$ cat config.mk
export PLATFORM = sky130hd
export DESIGN_NAME = risc_toy_pipe_ctrl_flat
export DESIGN_NICKNAME = d
export VERILOG_FILES = /design/src/rtl/risc_toy_pipe_ctrl_if.sv /design/src/rtl/risc_toy_pipe_ctrl.sv /design/src/flat_wrapper.sv
export SDC_FILE = /design/constraint.sdc
export NUM_CORES = 1
export LEC_CHECK = 0
export CORE_UTILIZATION = 30
export DETAILED_ROUTE_END_ITERATION = 10
export GPL_TIMING_DRIVEN = 0
export PLACE_DENSITY_LB_ADDON = 0.3
export REMOVE_ABC_BUFFERS = 1
export SLEW_MARGIN = 25
export SYNTH_ARGS = -nofsm -noshare
export SYNTH_HDL_FRONTEND = slang
export SYNTH_SLANG_ARGS = --single-unit
$ cat constraint.sdc
create_clock -name CLK -period 1.7 [get_ports CLK]
set_clock_uncertainty 0.1 [all_clocks]
set_input_delay 0.17 -clock CLK [delete_from_list [all_inputs] [get_ports CLK]]
set_output_delay 0.17 -clock CLK [all_outputs]
set_load 0.02 [all_outputs]
$ cat src/rtl/risc_toy_pipe_ctrl_if.sv
// ID-stage request and pipeline-control response bundle for risc_toy_pipe_ctrl.
// master = core/ID side driving the requests, slave = the control unit.
interface risc_toy_pipe_ctrl_if;
    logic       id_valid;
    logic [4:0] id_rs0;
    logic [4:0] id_rs1;
    logic       id_rs0_en;
    logic       id_rs1_en;
    logic [4:0] id_rd;
    logic       id_rd_en;
    logic       id_is_load;
    logic       ex_br_taken;
    logic       halt_req;

    logic       ireq;
    logic       pc_hold;
    logic       stall_id;
    logic       bubble_ex;
    logic       flush_if;
    logic       flush_id;
    logic [1:0] fwd_sel0;
    logic [1:0] fwd_sel1;
    logic       halted;
    logic       busy;

    modport master (
        output id_valid, id_rs0, id_rs1, id_rs0_en, id_rs1_en,
               id_rd, id_rd_en, id_is_load, ex_br_taken, halt_req,
        input  ireq, pc_hold, stall_id, bubble_ex, flush_if, flush_id,
               fwd_sel0, fwd_sel1, halted, busy
    );

    modport slave (
        input  id_valid, id_rs0, id_rs1, id_rs0_en, id_rs1_en,
               id_rd, id_rd_en, id_is_load, ex_br_taken, halt_req,
        output ireq, pc_hold, stall_id, bubble_ex, flush_if, flush_id,
               fwd_sel0, fwd_sel1, halted, busy
    );
endinterface

$ cat src/rtl/risc_toy_pipe_ctrl.sv
// RISC_TOY 5-stage pipeline control: EX/MEM/WB destination scoreboard, forwarding,
// load-use stall, branch flush and boot/drain/halt sequencing. PCTRL_PERF_EN adds stall/flush counters.
module risc_toy_pipe_ctrl #(
    parameter int BOOT_CYC = 4
) (
    input  logic CLK,
    input  logic RSTN,
    risc_toy_pipe_ctrl_if.slave bus
`ifdef PCTRL_PERF_EN
    ,
    output logic [31:0] stall_cnt,
    output logic [31:0] flush_cnt
`endif
);

    typedef enum logic [1:0] {ST_BOOT, ST_RUN, ST_DRAIN, ST_HALTED} state_t;

    typedef struct packed {
        logic       valid;
        logic [4:0] rd;
        logic       is_load;
    } sb_entry_t;

    state_t    state, state_nxt;
    logic [7:0] boot_cnt, boot_cnt_nxt;
    sb_entry_t sb_ex, sb_mem, sb_wb;

    logic       in_run, in_drain;
    logic       flush, stall, bubble;
    logic [2:0] lk0, lk1;
    logic       unused_wb_load;

    // Youngest match wins; a load only forwards once it reaches WB, earlier it forces a stall.
    function automatic logic [2:0] fwd_lookup(input logic en, input logic [4:0] rs);
        logic [2:0] r;
        r = 3'b000;
        if (en && sb_ex.valid && sb_ex.rd == rs)
            r = {sb_ex.is_load, 2'd1};
        else if (en && sb_mem.valid && sb_mem.rd == rs)
            r = {sb_mem.is_load, 2'd2};
        else if (en && sb_wb.valid && sb_wb.rd == rs)
            r = {1'b0, 2'd3};
        return r;
    endfunction

    assign unused_wb_load = sb_wb.is_load;

    always_comb begin
        lk0      = fwd_lookup(bus.id_rs0_en, bus.id_rs0);
        lk1      = fwd_lookup(bus.id_rs1_en, bus.id_rs1);
        in_run   = (state == ST_RUN);
        in_drain = (state == ST_DRAIN);
        flush    = in_run & bus.ex_br_taken;
        stall    = in_run & bus.id_valid & (lk0[2] | lk1[2]) & ~bus.ex_br_taken;
        bubble   = stall | flush | in_drain;
    end

    assign bus.fwd_sel0  = lk0[1:0];
    assign bus.fwd_sel1  = lk1[1:0];
    assign bus.ireq      = in_run & ~stall & ~bus.halt_req;
    assign bus.pc_hold   = ~(in_run & ~stall & ~bus.halt_req);
    assign bus.stall_id  = stall;
    assign bus.bubble_ex = bubble;
    assign bus.flush_if  = flush | in_drain;
    assign bus.flush_id  = flush;
    assign bus.halted    = (state == ST_HALTED);
    assign bus.busy      = sb_ex.valid | sb_mem.valid | sb_wb.valid;

    always_ff @(posedge CLK or negedge RSTN) begin
        if (!RSTN) begin
            state    <= ST_BOOT;
            boot_cnt <= 8'd0;
        end else begin
            state    <= state_nxt;
            boot_cnt <= boot_cnt_nxt;
        end
    end

    // DRAIN leaves as soon as the scoreboard will be empty after this edge (WB retires now).
    always_comb begin
        state_nxt    = state;
        boot_cnt_nxt = boot_cnt;
        case (state)
            ST_BOOT: begin
                if (boot_cnt == 8'(BOOT_CYC - 1))
                    state_nxt = ST_RUN;
                else
                    boot_cnt_nxt = boot_cnt + 8'd1;
            end
            ST_RUN: begin
                if (bus.halt_req)
                    state_nxt = ST_DRAIN;
            end
            ST_DRAIN: begin
                if (!sb_ex.valid && !sb_mem.valid)
                    state_nxt = ST_HALTED;
            end
            ST_HALTED: begin
                if (!bus.halt_req)
                    state_nxt = ST_RUN;
            end
            default: state_nxt = ST_BOOT;
        endcase
    end

    always_ff @(posedge CLK or negedge RSTN) begin
        if (!RSTN) begin
            sb_ex  <= '0;
            sb_mem <= '0;
            sb_wb  <= '0;
        end else begin
            sb_wb  <= sb_mem;
            sb_mem <= sb_ex;
            if (in_run && !bubble)
                sb_ex <= {bus.id_valid & bus.id_rd_en, bus.id_rd, bus.id_is_load};
            else
                sb_ex <= '0;
        end
    end

`ifdef PCTRL_PERF_EN
    always_ff @(posedge CLK or negedge RSTN) begin
        if (!RSTN) begin
            stall_cnt <= 32'd0;
            flush_cnt <= 32'd0;
        end else begin
            if (stall)
                stall_cnt <= stall_cnt + 32'd1;
            if (flush)
                flush_cnt <= flush_cnt + 32'd1;
        end
    end
`endif

endmodule

$ cat src/flat_wrapper.sv
// flat-port wrapper written by rule: the top's interface ports become plain ports
module risc_toy_pipe_ctrl_flat 
#(
    parameter int BOOT_CYC = 4
)
  (CLK, RSTN, bus_id_valid, bus_id_rs0, bus_id_rs1, bus_id_rs0_en, bus_id_rs1_en, bus_id_rd, bus_id_rd_en, bus_id_is_load, bus_ex_br_taken, bus_halt_req, bus_ireq, bus_pc_hold, bus_stall_id, bus_bubble_ex, bus_flush_if, bus_flush_id, bus_fwd_sel0, bus_fwd_sel1, bus_halted, bus_busy);
  risc_toy_pipe_ctrl_if bus_i ();
  input  logic CLK;
  input  logic RSTN;
  input wire logic [$bits(bus_i.id_valid)-1:0] bus_id_valid;
  input wire logic [$bits(bus_i.id_rs0)-1:0] bus_id_rs0;
  input wire logic [$bits(bus_i.id_rs1)-1:0] bus_id_rs1;
  input wire logic [$bits(bus_i.id_rs0_en)-1:0] bus_id_rs0_en;
  input wire logic [$bits(bus_i.id_rs1_en)-1:0] bus_id_rs1_en;
  input wire logic [$bits(bus_i.id_rd)-1:0] bus_id_rd;
  input wire logic [$bits(bus_i.id_rd_en)-1:0] bus_id_rd_en;
  input wire logic [$bits(bus_i.id_is_load)-1:0] bus_id_is_load;
  input wire logic [$bits(bus_i.ex_br_taken)-1:0] bus_ex_br_taken;
  input wire logic [$bits(bus_i.halt_req)-1:0] bus_halt_req;
  output wire logic [$bits(bus_i.ireq)-1:0] bus_ireq;
  output wire logic [$bits(bus_i.pc_hold)-1:0] bus_pc_hold;
  output wire logic [$bits(bus_i.stall_id)-1:0] bus_stall_id;
  output wire logic [$bits(bus_i.bubble_ex)-1:0] bus_bubble_ex;
  output wire logic [$bits(bus_i.flush_if)-1:0] bus_flush_if;
  output wire logic [$bits(bus_i.flush_id)-1:0] bus_flush_id;
  output wire logic [$bits(bus_i.fwd_sel0)-1:0] bus_fwd_sel0;
  output wire logic [$bits(bus_i.fwd_sel1)-1:0] bus_fwd_sel1;
  output wire logic [$bits(bus_i.halted)-1:0] bus_halted;
  output wire logic [$bits(bus_i.busy)-1:0] bus_busy;
  assign bus_i.id_valid = bus_id_valid;
  assign bus_i.id_rs0 = bus_id_rs0;
  assign bus_i.id_rs1 = bus_id_rs1;
  assign bus_i.id_rs0_en = bus_id_rs0_en;
  assign bus_i.id_rs1_en = bus_id_rs1_en;
  assign bus_i.id_rd = bus_id_rd;
  assign bus_i.id_rd_en = bus_id_rd_en;
  assign bus_i.id_is_load = bus_id_is_load;
  assign bus_i.ex_br_taken = bus_ex_br_taken;
  assign bus_i.halt_req = bus_halt_req;
  assign bus_ireq = bus_i.ireq;
  assign bus_pc_hold = bus_i.pc_hold;
  assign bus_stall_id = bus_i.stall_id;
  assign bus_bubble_ex = bus_i.bubble_ex;
  assign bus_flush_if = bus_i.flush_if;
  assign bus_flush_id = bus_i.flush_id;
  assign bus_fwd_sel0 = bus_i.fwd_sel0;
  assign bus_fwd_sel1 = bus_i.fwd_sel1;
  assign bus_halted = bus_i.halted;
  assign bus_busy = bus_i.busy;
  risc_toy_pipe_ctrl #(.BOOT_CYC(BOOT_CYC)) u_core (.CLK(CLK), .RSTN(RSTN), .bus(bus_i));
endmodule
==> impl_results.md, run 1 <==
* Routed WL per cell at 14.1 um
* TritonCTS clock tree: yes
* Lkg Pwr at 1.13 nW
* CTS buffer count at 5
* RR Startpoint: u_core.sb_mem[4]$_DFF_PN0_
* Crit path top cell by count: buf_6
* Netlist cell types at 32
* Post-DP HPWL at 2890 um
* RSZ-0062 raised after global routing: true
* Launch point of the critical path: u_core.sb_mem[4]$_DFF_PN0_
* Violated checks: negative setup slack
* Max Cap Violations at 0
* Worst-Margin Slew at 0.690 ns
* I/O pin count at 36
* Post-synth top area cell: dfrtp_1
* Max Buffers Root-to-Sink at 2
* Nets at 251
* Maximum fanout along the worst path at 3
* Sequential element share of the synthesized area at 44.0%
* Pin count of the biggest net entering global routing at 31
* Post-synth top area share at 44.0%
* R2r setup slk at -0.24 ns
* DR iter-0 viols at 46
* Largest cells by area after synthesis: dfrtp_1, xor2_1, xnor2_1
* Cells along the critical path: buf_4 -> xor2_1 -> nor4_1 -> nand4_1 -> o22ai_4 -> buf_6 -> a31o_1 -> buf_6
* H-Tree Level Count at 2
* Pre-CTS WS at -1.25 ns
* GRT Overall Usage at 15.5%
* Most frequent cells in the layout: dfrtp_1, xor2_1, buf_4, clkdlybuf4s50_1, nand4_1
* Total Wirelength at 4160 um
* Commonest non-fill, non-tap cell in the layout: dfrtp_1
* Tmin final at 2.33 ns
* Die Width at 77.4 um
* Final setup margin at -0.630 ns
* Clock slew at reported path FFs at 0.06 ns
* Synthesized area at 0.00171 mm^2
* Slew HR at 54.0%
* Total grt overflow at 0
* Clock Latency Late Sink at 0.28 ns
* Initial antenna violation count at 0
* Worst R2R End: u_core.sb_ex[6]$_DFF_PN0_
* Flops & latches, synth at 30
* Initial Utilization at 31.0%
* First-pass GRT wire length at 7130 um
* Routability congestion estimate at 0.742
* PD cells at 1270 mW/mm^2
* Routed vias at 1442
* Req. time, crit path at 1.43 ns
* Port Buf Inserts at 35
* Status: finished with violations
* Crit share post-route at 137%
* Clk root buf: clkbuf_8
* Ant. Diodes at 0
* Element type at the critical path end: output pin
* WP data arrival at 2.06 ns
* Slowest CP cell: dfrtp_1
* Die Span Y at 77.4 um
* Die area at 0.00599 mm^2
* Post-Syn Area per Cell at 10.7 um^2
* Hold Vio Cnt, Final at 0
* Vias in the first global route at 1423
* Num rows at 27
* Finished Layout Cells at 294
* Synthesized instance count at 160
* Clock Sinks at 30
* Critical path type: flop to output pin
* Final Util at 45.8%
* Layout cell share with drive strength beyond 1 at 33.3%
* Max-slew violations at 0
* Capture point of the worst path: bus_stall_id
* Placed cells at 265
* Layout area overhead at 47.9%
* Reg2Reg Depth at 8
* Avg Vias per Cell at 4.90
* TritonRoute pass-1 iters at 4
* DRT antenna net count at 0
* Residual DRC at 0
* Area of the core at 0.00551 mm^2
* Hold Crit Class: flop to flop
* Final setup fails at 15
* Slowest stage delay, CP at 0.40 ns
* Peak supply drop at 0.000578 V
* CP Launch Type: flop
* Synth warn at 0
* Power, Total at 3.22 mW
* Fmax at 429 MHz
-- cell usage after synthesis --
master and instances:
nor4_1 5, a32oi_2 1, a31o_2 1, or3_1 1, inv_1 4, xor2_1 26
xnor2_1 11, a31o_1 2, dfrtp_1 30, mux2_2 2, clkbuf_1 1, and2_2 1
nor2_1 4, o21ai_2 1, mux2i_1 1, buf_6 1, nand2_1 5, o21ai_0 8
nor3b_1 2, a32oi_1 1, a21oi_1 4, and2_1 4, a31oi_1 1, o22ai_2 1
ha_1 6, nand4_1 14, nor2b_1 3, nor4_4 1, nor4_2 1, and3_1 5
nand2b_1 4, nand3_1 8
-- logic make-up (layout without fill, tap and decap cells) --
family	after synthesis	after routing	synth area share, %
XOR/XNOR	37	37	19.0
adder cells (fa/ha/maj)	6	6	4.40
buffers and inverters	6	68	1.76
flip-flops	30	30	44.0
AND/OR/NAND/NOR	58	58	20.8
multiplexers	3	3	1.91
AO/OA/AOI/OAI	20	20	8.14
-- routing by layer --
layer	part of all wire [%]	vias to the layer above	track usage, %
li1	-	694	-
met1	46	710	20.7
met2	47	34	24.2
met3	5.4	4	3.53
met4	1.6	0	5.66
met5	0	-	0
-- area by class of cell --
type | count | area, um^2
well taps | 72 | 90.1
clock buffers | 6 | 82.6
repair buffers | 56 | 505
clock inverters | 2 | 12.5
multi-input cells | 124 | 1070
flip-flops and latches | 30 | 752
fillers | 521 | 2980
inverters | 4 | 15.0
-- metrics by stage --
step / hold slack (ns) / setup TNS (ns) / instance area [um^2]
6_report: 0.291 / -5.81 / 2520
5_1_grt: 0.325 / -6.96 / 2520
4_1_cts: 0.292 / -6.09 / 2450
3_5_place_dp: 0.155 / -12.53 / 2130
3_3_place_gp: 0.274 / -19.30 / 2130
2_1_floorplan: -0.226 / -1.69 / 1690
-- state kept, by name, indices dropped and copies added, names as in the netlist --
register / flops
u_core.sb_mem: 7
u_core.boot_cnt: 8
u_core.state: 2
u_core.sb_wb: 6
u_core.sb_ex: 7
-- where the power goes --
| group | switching, mW | internal [mW] |
|---|---|---|
| registers | 0.222 | 0.937 |
| logic | 0.694 | 0.756 |
| clock network | 0.282 | 0.325 |
| total | 1.20 | 2.02 |
-- worst min-delay path by stage --
stage          cells past startpoint  slack [ns]                 startpoint                             end
2_1_floorplan                      0       -0.23                       RSTN  u_core.boot_cnt[0]$_DFFE_PN0P_
3_3_place_gp                       0        0.27  u_core.sb_ex[0]$_DFF_PN0_      u_core.sb_mem[0]$_DFF_PN0_
3_5_place_dp                       1        0.15                       RSTN       u_core.sb_wb[1]$_DFF_PN0_
4_1_cts                            0        0.29  u_core.sb_ex[0]$_DFF_PN0_      u_core.sb_mem[0]$_DFF_PN0_
5_1_grt                            0        0.33  u_core.sb_ex[0]$_DFF_PN0_      u_core.sb_mem[0]$_DFF_PN0_
6_report                           0        0.29  u_core.sb_ex[0]$_DFF_PN0_      u_core.sb_mem[0]$_DFF_PN0_
-- worst max-delay path, delay by kind of cell, from the launching register on --
kind | cells | cell delay, ns
and+or+nand+nor | 2 | 0.45
buffers and inverters | 3 | 0.41
DFF | 1 | 0.40
AOI/OAI and AO/OA | 2 | 0.37
xor gates and xnor gates | 1 | 0.15
-- what timing repair did --
action | in CTS | in global routing
setup endpoints to repair | 20 | 21
endpoints found under the hold margin | 30 | 0
gates resized for setup | 90 | 16
hold buffers | 1 | 0
pin swaps | 19 | 12
buffers inserted | 14 | 7
No activity file was read; power rests on OpenSTA's default activity.
==> inputs of run 2 (changes only) <==
GPL_TIMING_DRIVEN = not set   (was 0)
==> run 2 against run 1 <==
Compared with the run above:
- the flow still finishes with violations (negative setup slack)
- register-to-register slack lost 0.02 ns
- wire length grew 9.6%
- utilization grew 6.7 points
- clock-buffer cell count grew 1
- clock power shrank 2%
- sequential power is essentially flat
- via count grew 8.0%
- power grew 13%
- cell area grew 15%
- critical path depth shrank 2
- critical endpoint is now bus_bubble_ex
- largest cell class unchanged
==> impl_results.md, run 2 (same netlist as run 1, synthesis figures left out) <==
* Max-slew violations at 0 (unchanged)
* Num rows at 27 (unchanged)
* Clock Latency Late Sink at 0.28 ns (about the same)
* RSZ-0062 raised after global routing: true
* Final setup margin at -0.547 ns (+0.0834 ns)
* Post-DP HPWL at 3280 um (+14%)
* Most frequent cells in the layout: buf_4, dfrtp_1, xor2_1, clkdlybuf4s50_1, buf_6
* PD cells at 1260 mW/mm^2 (-1.3%)
* CTS buffer count at 5 (unchanged)
* Max Buffers Root-to-Sink at 2 (unchanged)
* Biggest regs: u_core.boot_cnt x8, u_core.sb_ex x7, u_core.sb_mem x7
* Residual DRC at 0 (unchanged)
* Routability congestion estimate at 0.776 (+4.5%)
* Ant. Diodes at 0 (unchanged)
* Maximum fanout along the worst path at 5 (+2)
* TritonRoute pass-1 iters at 4 (unchanged)
* Max Cap Violations at 0 (unchanged)
* Pin count of the biggest net entering global routing at 31 (unchanged)
* DRT antenna net count at 0 (unchanged)
* Biggest register: u_core.boot_cnt
* Routed WL per cell at 13.6 um (-3.6%)
* Status: finished with violations
* Critical path type: flop to output pin
* Nets at 291 (+16%)
* Total grt overflow at 0 (unchanged)
* Final Util at 52.6% (+6.7 points)
* GRT Overall Usage at 16.3% (+0.88 points)
* Avg Vias per Cell at 4.66 (-5.0%)
* Tmin final at 2.25 ns (-0.0834 ns)
* Die Span Y at 77.4 um (unchanged)
* Area of the core at 0.00551 mm^2 (unchanged)
* Crit share post-route at 132% (-4.9 points)
* Total Wirelength at 4560 um (+9.6%)
* Setup TNS at -5.64 ns (+0.175 ns)
* First-pass GRT wire length at 7640 um (+7.1%)
* Die area at 0.00599 mm^2 (unchanged)
* Die Width at 77.4 um (unchanged)
* DR iter-0 viols at 41 (-11%)
* Initial Utilization at 31.0% (unchanged)
* Routed vias at 1557 (+8.0%)
* Clk root buf: clkbuf_8
* TritonCTS clock tree: yes
* # hold bufs at CTS at 0 (-1)
* Commonest non-fill, non-tap cell in the layout: buf_4
* Worst-Margin Slew at 0.394 ns (-0.296 ns)
* Power, Total at 3.64 mW (+13%)
* Initial antenna violation count at 0 (unchanged)
* Clock Sinks at 30 (unchanged)
* WP data arrival at 1.98 ns (-0.08 ns)
* Lkg Pwr at 1.36 nW (+20%)
* Reg area at 752 um^2 (unchanged)
* Final setup fails at 17 (+2)
* CP Launch Type: flop
* Slew HR at 73.7% (+20 points)
* Fill cells at 487 (-6.5%)
* Layout cell share with drive strength beyond 1 at 43.9% (+11 points)
* Max reg flops at 8 (unchanged)
* Peak supply drop at 0.000615 V (+6.4%)
* Req. time, crit path at 1.43 ns (about the same)
* Clock slew at reported path FFs at 0.06 ns (about the same)
* Violated checks: negative setup slack
* Port Buf Inserts at 35 (unchanged)
* Multi-input gate area at 0.00111 mm^2 (+3.9%)
* H-Tree Level Count at 2 (unchanged)
* Vias in the first global route at 1567 (+10%)
* I/O pin count at 36 (unchanged)
* Layout area overhead at 69.6%
* Fmax at 445 MHz (+3.7%)
* Hold Crit Class: input pin to asynchronous set/reset pin
* Hold Vio Cnt, Final at 0 (unchanged)
* Element type at the critical path end: output pin
## run 2: cell count changes in the layout (fill, tap and decap cells not counted), sizes merged
cell / delta
clkdlybuf4s15: -1
dlymetal6s2s: +3
dlygate4sd2: -1
clkdlybuf4s50: -1
dlygate4sd3: -1
buf: +42
clkinvlp: -1
## run 2: critical path, stage by stage, from the launching register on
cell and delay, ns:
dfrtp_1 0.40, xor2_1 0.16, nor4_2 0.32, nand4_1 0.23, o22ai_4 0.28, a31o_1 0.20
buf_6 0.12
## run 2: stage by stage
| stage | hold slack (ns) | setup slack (ns) | instances | cell area (um^2) |
|---|---|---|---|---|
| 6_report | 0.174 | -0.547 | 334 | 2900 |
| 5_1_grt | 0.215 | -0.642 | 334 | 2900 |
| 4_1_cts | 0.192 | -0.582 | 329 | 2750 |
| 3_5_place_dp | 0.331 | -1.01 | 318 | 2530 |
| 3_3_place_gp | 0.331 | -0.996 | 318 | 2530 |
| 2_1_floorplan | -0.226 | -0.270 | 158 | 1690 |
## run 2: worst paths after layout
| check | from | to | slack (ns) | cells after the start |
|---|---|---|---|---|
| setup / recovery | u_core.sb_mem[4]$_DFF_PN0_ | bus_bubble_ex | -0.55 | 6 |
| hold / removal | RSTN | u_core.sb_mem[5]$_DFF_PN0_ | 0.17 | 2 |
| setup reg to reg | u_core.sb_mem[4]$_DFF_PN0_ | u_core.sb_ex[3]$_DFF_PN0_ | -0.26 | 7 |
| hold reg to reg | u_core.sb_ex[6]$_DFF_PN0_ | u_core.sb_mem[6]$_DFF_PN0_ | 0.35 | 0 |
| max in group asynchronous | RSTN | u_core.sb_ex[1]$_DFF_PN0_ | 1.00 | 2 |
| min in group CLK | u_core.sb_ex[6]$_DFF_PN0_ | u_core.sb_mem[6]$_DFF_PN0_ | 0.35 | 0 |
## run 2: where the power goes
group	internal [mW]	total (mW)	switching, mW
registers	0.936	1.15	0.210
clock network	0.326	0.595	0.269
logic	1.06	1.90	0.844
## run 2: area by class of cell
type	count	area share [%]
Sequential cell	30	26.0
Clock inverter	1	0.173
Inverter	4	0.605
Timing Repair Buffer	96	28.9
Tap cell	72	3.11
Clock buffer	7	2.98
Multi-Input combinational cell	124	38.2
## run 2: what timing repair did
item / in CTS / in global routing
setup buffers: 4 / 5
gates resized for setup: 88 / 31
cloned: 0 / 0
setup endpoints to repair: 19 / 21
hold endpoints to repair: 0 / 0
pin swaps: 18 / 20
## run 2: routing by layer
metal / track usage, % / part of all wire [%] / wire [um]
met5: 0 / 0 / 0
met4: 5.28 / 1.2 / 55
met3: 3.29 / 3.2 / 144
met2: 25.9 / 47 / 2150
met1: 22.1 / 48 / 2210
==> inputs of run 3 (changes only) <==
CORE_ASPECT_RATIO = 0.8   (was not set)
CTS_BUF_LIST = sky130_fd_sc_hd__clkbuf_2 sky130_fd_sc_hd__clkbuf_4 sky130_fd_sc_hd__clkbuf_8   (was not set)
DONT_BUFFER_PORTS = 1   (was not set)
==> run 3 against run 2 <==
Compared with the run above:
- the run still ends with negative setup slack left
- via count down 13%
- final cell count down 12%
- first-iteration DRC count up 41%
- highest routed layer unchanged
==> impl_results.md, run 3 (same netlist as run 1, synthesis figures left out) <==
* Die Width at 86.3 um (+11%)
* Clock Latency Late Sink at 0.28 ns (about the same)
* Total grt overflow at 0 (unchanged)
* Clock Sinks at 30 (unchanged)
* Routed vias at 1357 (-13%)
* Total Wirelength at 4340 um (-4.8%)
* Slowest stage delay, CP at 0.41 ns (about the same)
* Layout area overhead at 45.2%
* Initial Utilization at 31.2% (+0.23 points)
* Tmin final at 2.19 ns (-0.0516 ns)
* Commonest non-fill, non-tap cell in the layout: buf_4
* Final setup fails at 15 (-2)
* Element type at the critical path end: output pin
* Multi-input gate area at 0.00108 mm^2 (-2.1%)
* DR iter-0 viols at 58 (+41%)
* Vias in the first global route at 1336 (-15%)
* Peak supply drop at 0.000600 V (-2.4%)
* Maximum fanout along the worst path at 5 (unchanged)
* Final setup margin at -0.495 ns (+0.0516 ns)
* Req. time, crit path at 1.43 ns (about the same)
* Port Buf Inserts at 0 (-100%)
* Nets at 244 (-16%)
* PD cells at 1350 mW/mm^2 (+7.0%)
* Avg Vias per Cell at 4.63 (-0.65%)
* Max-slew violations at 0 (unchanged)
* Pre-CTS WS at -0.268 ns (+0.746 ns)
* Num rows at 24 (-11%)
* Area of the core at 0.00547 mm^2 (-0.75%)
* Fill cells at 520 (+6.8%)
* Worst-Margin Slew at 0.470 ns (+0.0765 ns)
* First-pass GRT wire length at 6950 um (-9.0%)
* Pin count of the biggest net entering global routing at 31 (unchanged)
* Biggest register: u_core.boot_cnt
* Fmax at 456 MHz (+2.3%)
* Residual DRC at 0 (unchanged)
* Layout cell share with drive strength beyond 1 at 40.5% (-3.4 points)
* I/O pin count at 36 (unchanged)
* Routed WL per cell at 14.8 um (+8.6%)
* Hold Crit Class: input pin to flop
* Lkg Pwr at 1.16 nW (-15%)
* RSZ-0062 raised after global routing: true
* Max Buffers Root-to-Sink at 2 (unchanged)
* Cells along the critical path: xor2_1 -> nor4_2 -> nand4_1 -> o22ai_4 -> a31oi_1 -> buf_4
* H-Tree Level Count at 2 (unchanged)
* Finished Layout Cells at 293 (-12%)
* Routability congestion estimate at 0.816 (+5.1%)
* Biggest regs: u_core.boot_cnt x8, u_core.sb_ex x7, u_core.sb_mem x7
* Violated checks: negative setup slack
* Critical path type: flop to output pin
* Top delay family on crit path: simple AND/OR/NAND/NOR gates
* Status: finished with violations
* WP data arrival at 1.92 ns (-0.06 ns)
* Max Cap Violations at 0 (unchanged)
* Crit share post-route at 129% (-3.0 points)
* Die Span Y at 69.5 um (-10%)
* Placed cells at 269 (-15%)
* GRT Overall Usage at 15.2% (-1.1 points)
* Slowest CP cell: dfrtp_1
* Setup TNS at -5.14 ns (+0.499 ns)
* Slew HR at 68.6% (-5.2 points)
* Initial antenna violation count at 0 (unchanged)
* DRT antenna net count at 0 (unchanged)
* CTS buffer count at 5 (unchanged)
* Max reg flops at 8 (unchanged)
* TritonCTS clock tree: yes
* Clk root buf: clkbuf_8
* Ant. Diodes at 0 (unchanged)
* CP Launch Type: flop
* TritonRoute pass-1 iters at 4 (unchanged)
* Most frequent cells in the layout: buf_4, dfrtp_1, xor2_1, nand4_1, xnor2_1
* Post-DP HPWL at 3130 um (-4.5%)
* Clock slew at reported path FFs at 0.07 ns (about the same)
* WP buf/inv at 1 (unchanged)
* Reg area at 752 um^2 (unchanged)
* Die area at 0.00600 mm^2 (about the same)
* Hold Vio Cnt, Final at 0 (unchanged)
## run 3: routing by layer
metal | wire, um | global-route usage (%) | up-vias
met5 | 0 | 0 | -
li1 | - | - | 679
met4 | 63 | 5.56 | 0
met2 | 1760 | 19.4 | 32
met1 | 2330 | 24.4 | 640
met3 | 182 | 3.57 | 6
## run 3: layout make-up
type	instances	area share [%]
repair buffers	49	16.9
clock buffers	8	4.44
well taps	78	3.94
inverters	4	0.606
multi-input cells	124	43.7
flip-flops and latches	30	30.4
## run 3: where the power goes
part / internal (mW) / switching (mW) / total [mW]
clock network: 0.408 / 0.270 / 0.679
registers: 0.937 / 0.207 / 1.14
logic: 0.802 / 0.709 / 1.51
total: 2.15 / 1.19 / 3.33
## run 3: worst register-to-register path: cells and delay by family (launching register included)
| family | cells | cell delay (ns) |
|---|---|---|
| buffers and inverters | 3 | 0.38 |
| DFF | 1 | 0.41 |
| AOI/OAI and AO/OA | 2 | 0.37 |
| and+or+nand+nor | 2 | 0.46 |
| xor gates and xnor gates | 1 | 0.17 |
## run 3: final timing paths
kind                                            startpoint                             end  slack (ns)  cells after the start
worst min register to register   u_core.sb_ex[0]$_DFF_PN0_      u_core.sb_mem[0]$_DFF_PN0_        0.29                      0
worst min-delay path                       bus_ex_br_taken       u_core.sb_ex[6]$_DFF_PN0_        0.06                      2
max in group asynchronous                             RSTN     u_core.state[0]$_DFFE_PN0P_        1.07                      2
worst max-delay path            u_core.sb_mem[4]$_DFF_PN0_                        bus_ireq       -0.49                      6
worst max register to register  u_core.sb_mem[4]$_DFF_PN0_       u_core.sb_ex[5]$_DFF_PN0_       -0.30                      8
min in group asynchronous                             RSTN  u_core.boot_cnt[2]$_DFFE_PN0P_        0.25                      2
## run 3: stage by stage
stage	hold slack (ns)	power, mW	util [%]	instance area, um^2
detailed placement	-0.225	2.33	37.3	2040
floorplan	-0.226	1.88	-	1690
global placement	-0.225	2.31	37.3	2040
global route	0.0648	3.57	45.3	2480
finish	0.0572	3.33	45.3	2480
CTS	0.0499	3.12	43.5	2380
## run 3: timing repair
| item | in CTS | in global routing |
|---|---|---|
| resized for setup | 32 | 20 |
| hold endpoints to repair | 37 | 0 |
| setup buffers | 4 | 5 |
| hold buffers | 9 | 0 |
| endpoints found under the setup margin | 16 | 19 |
| pin swaps | 10 | 11 |
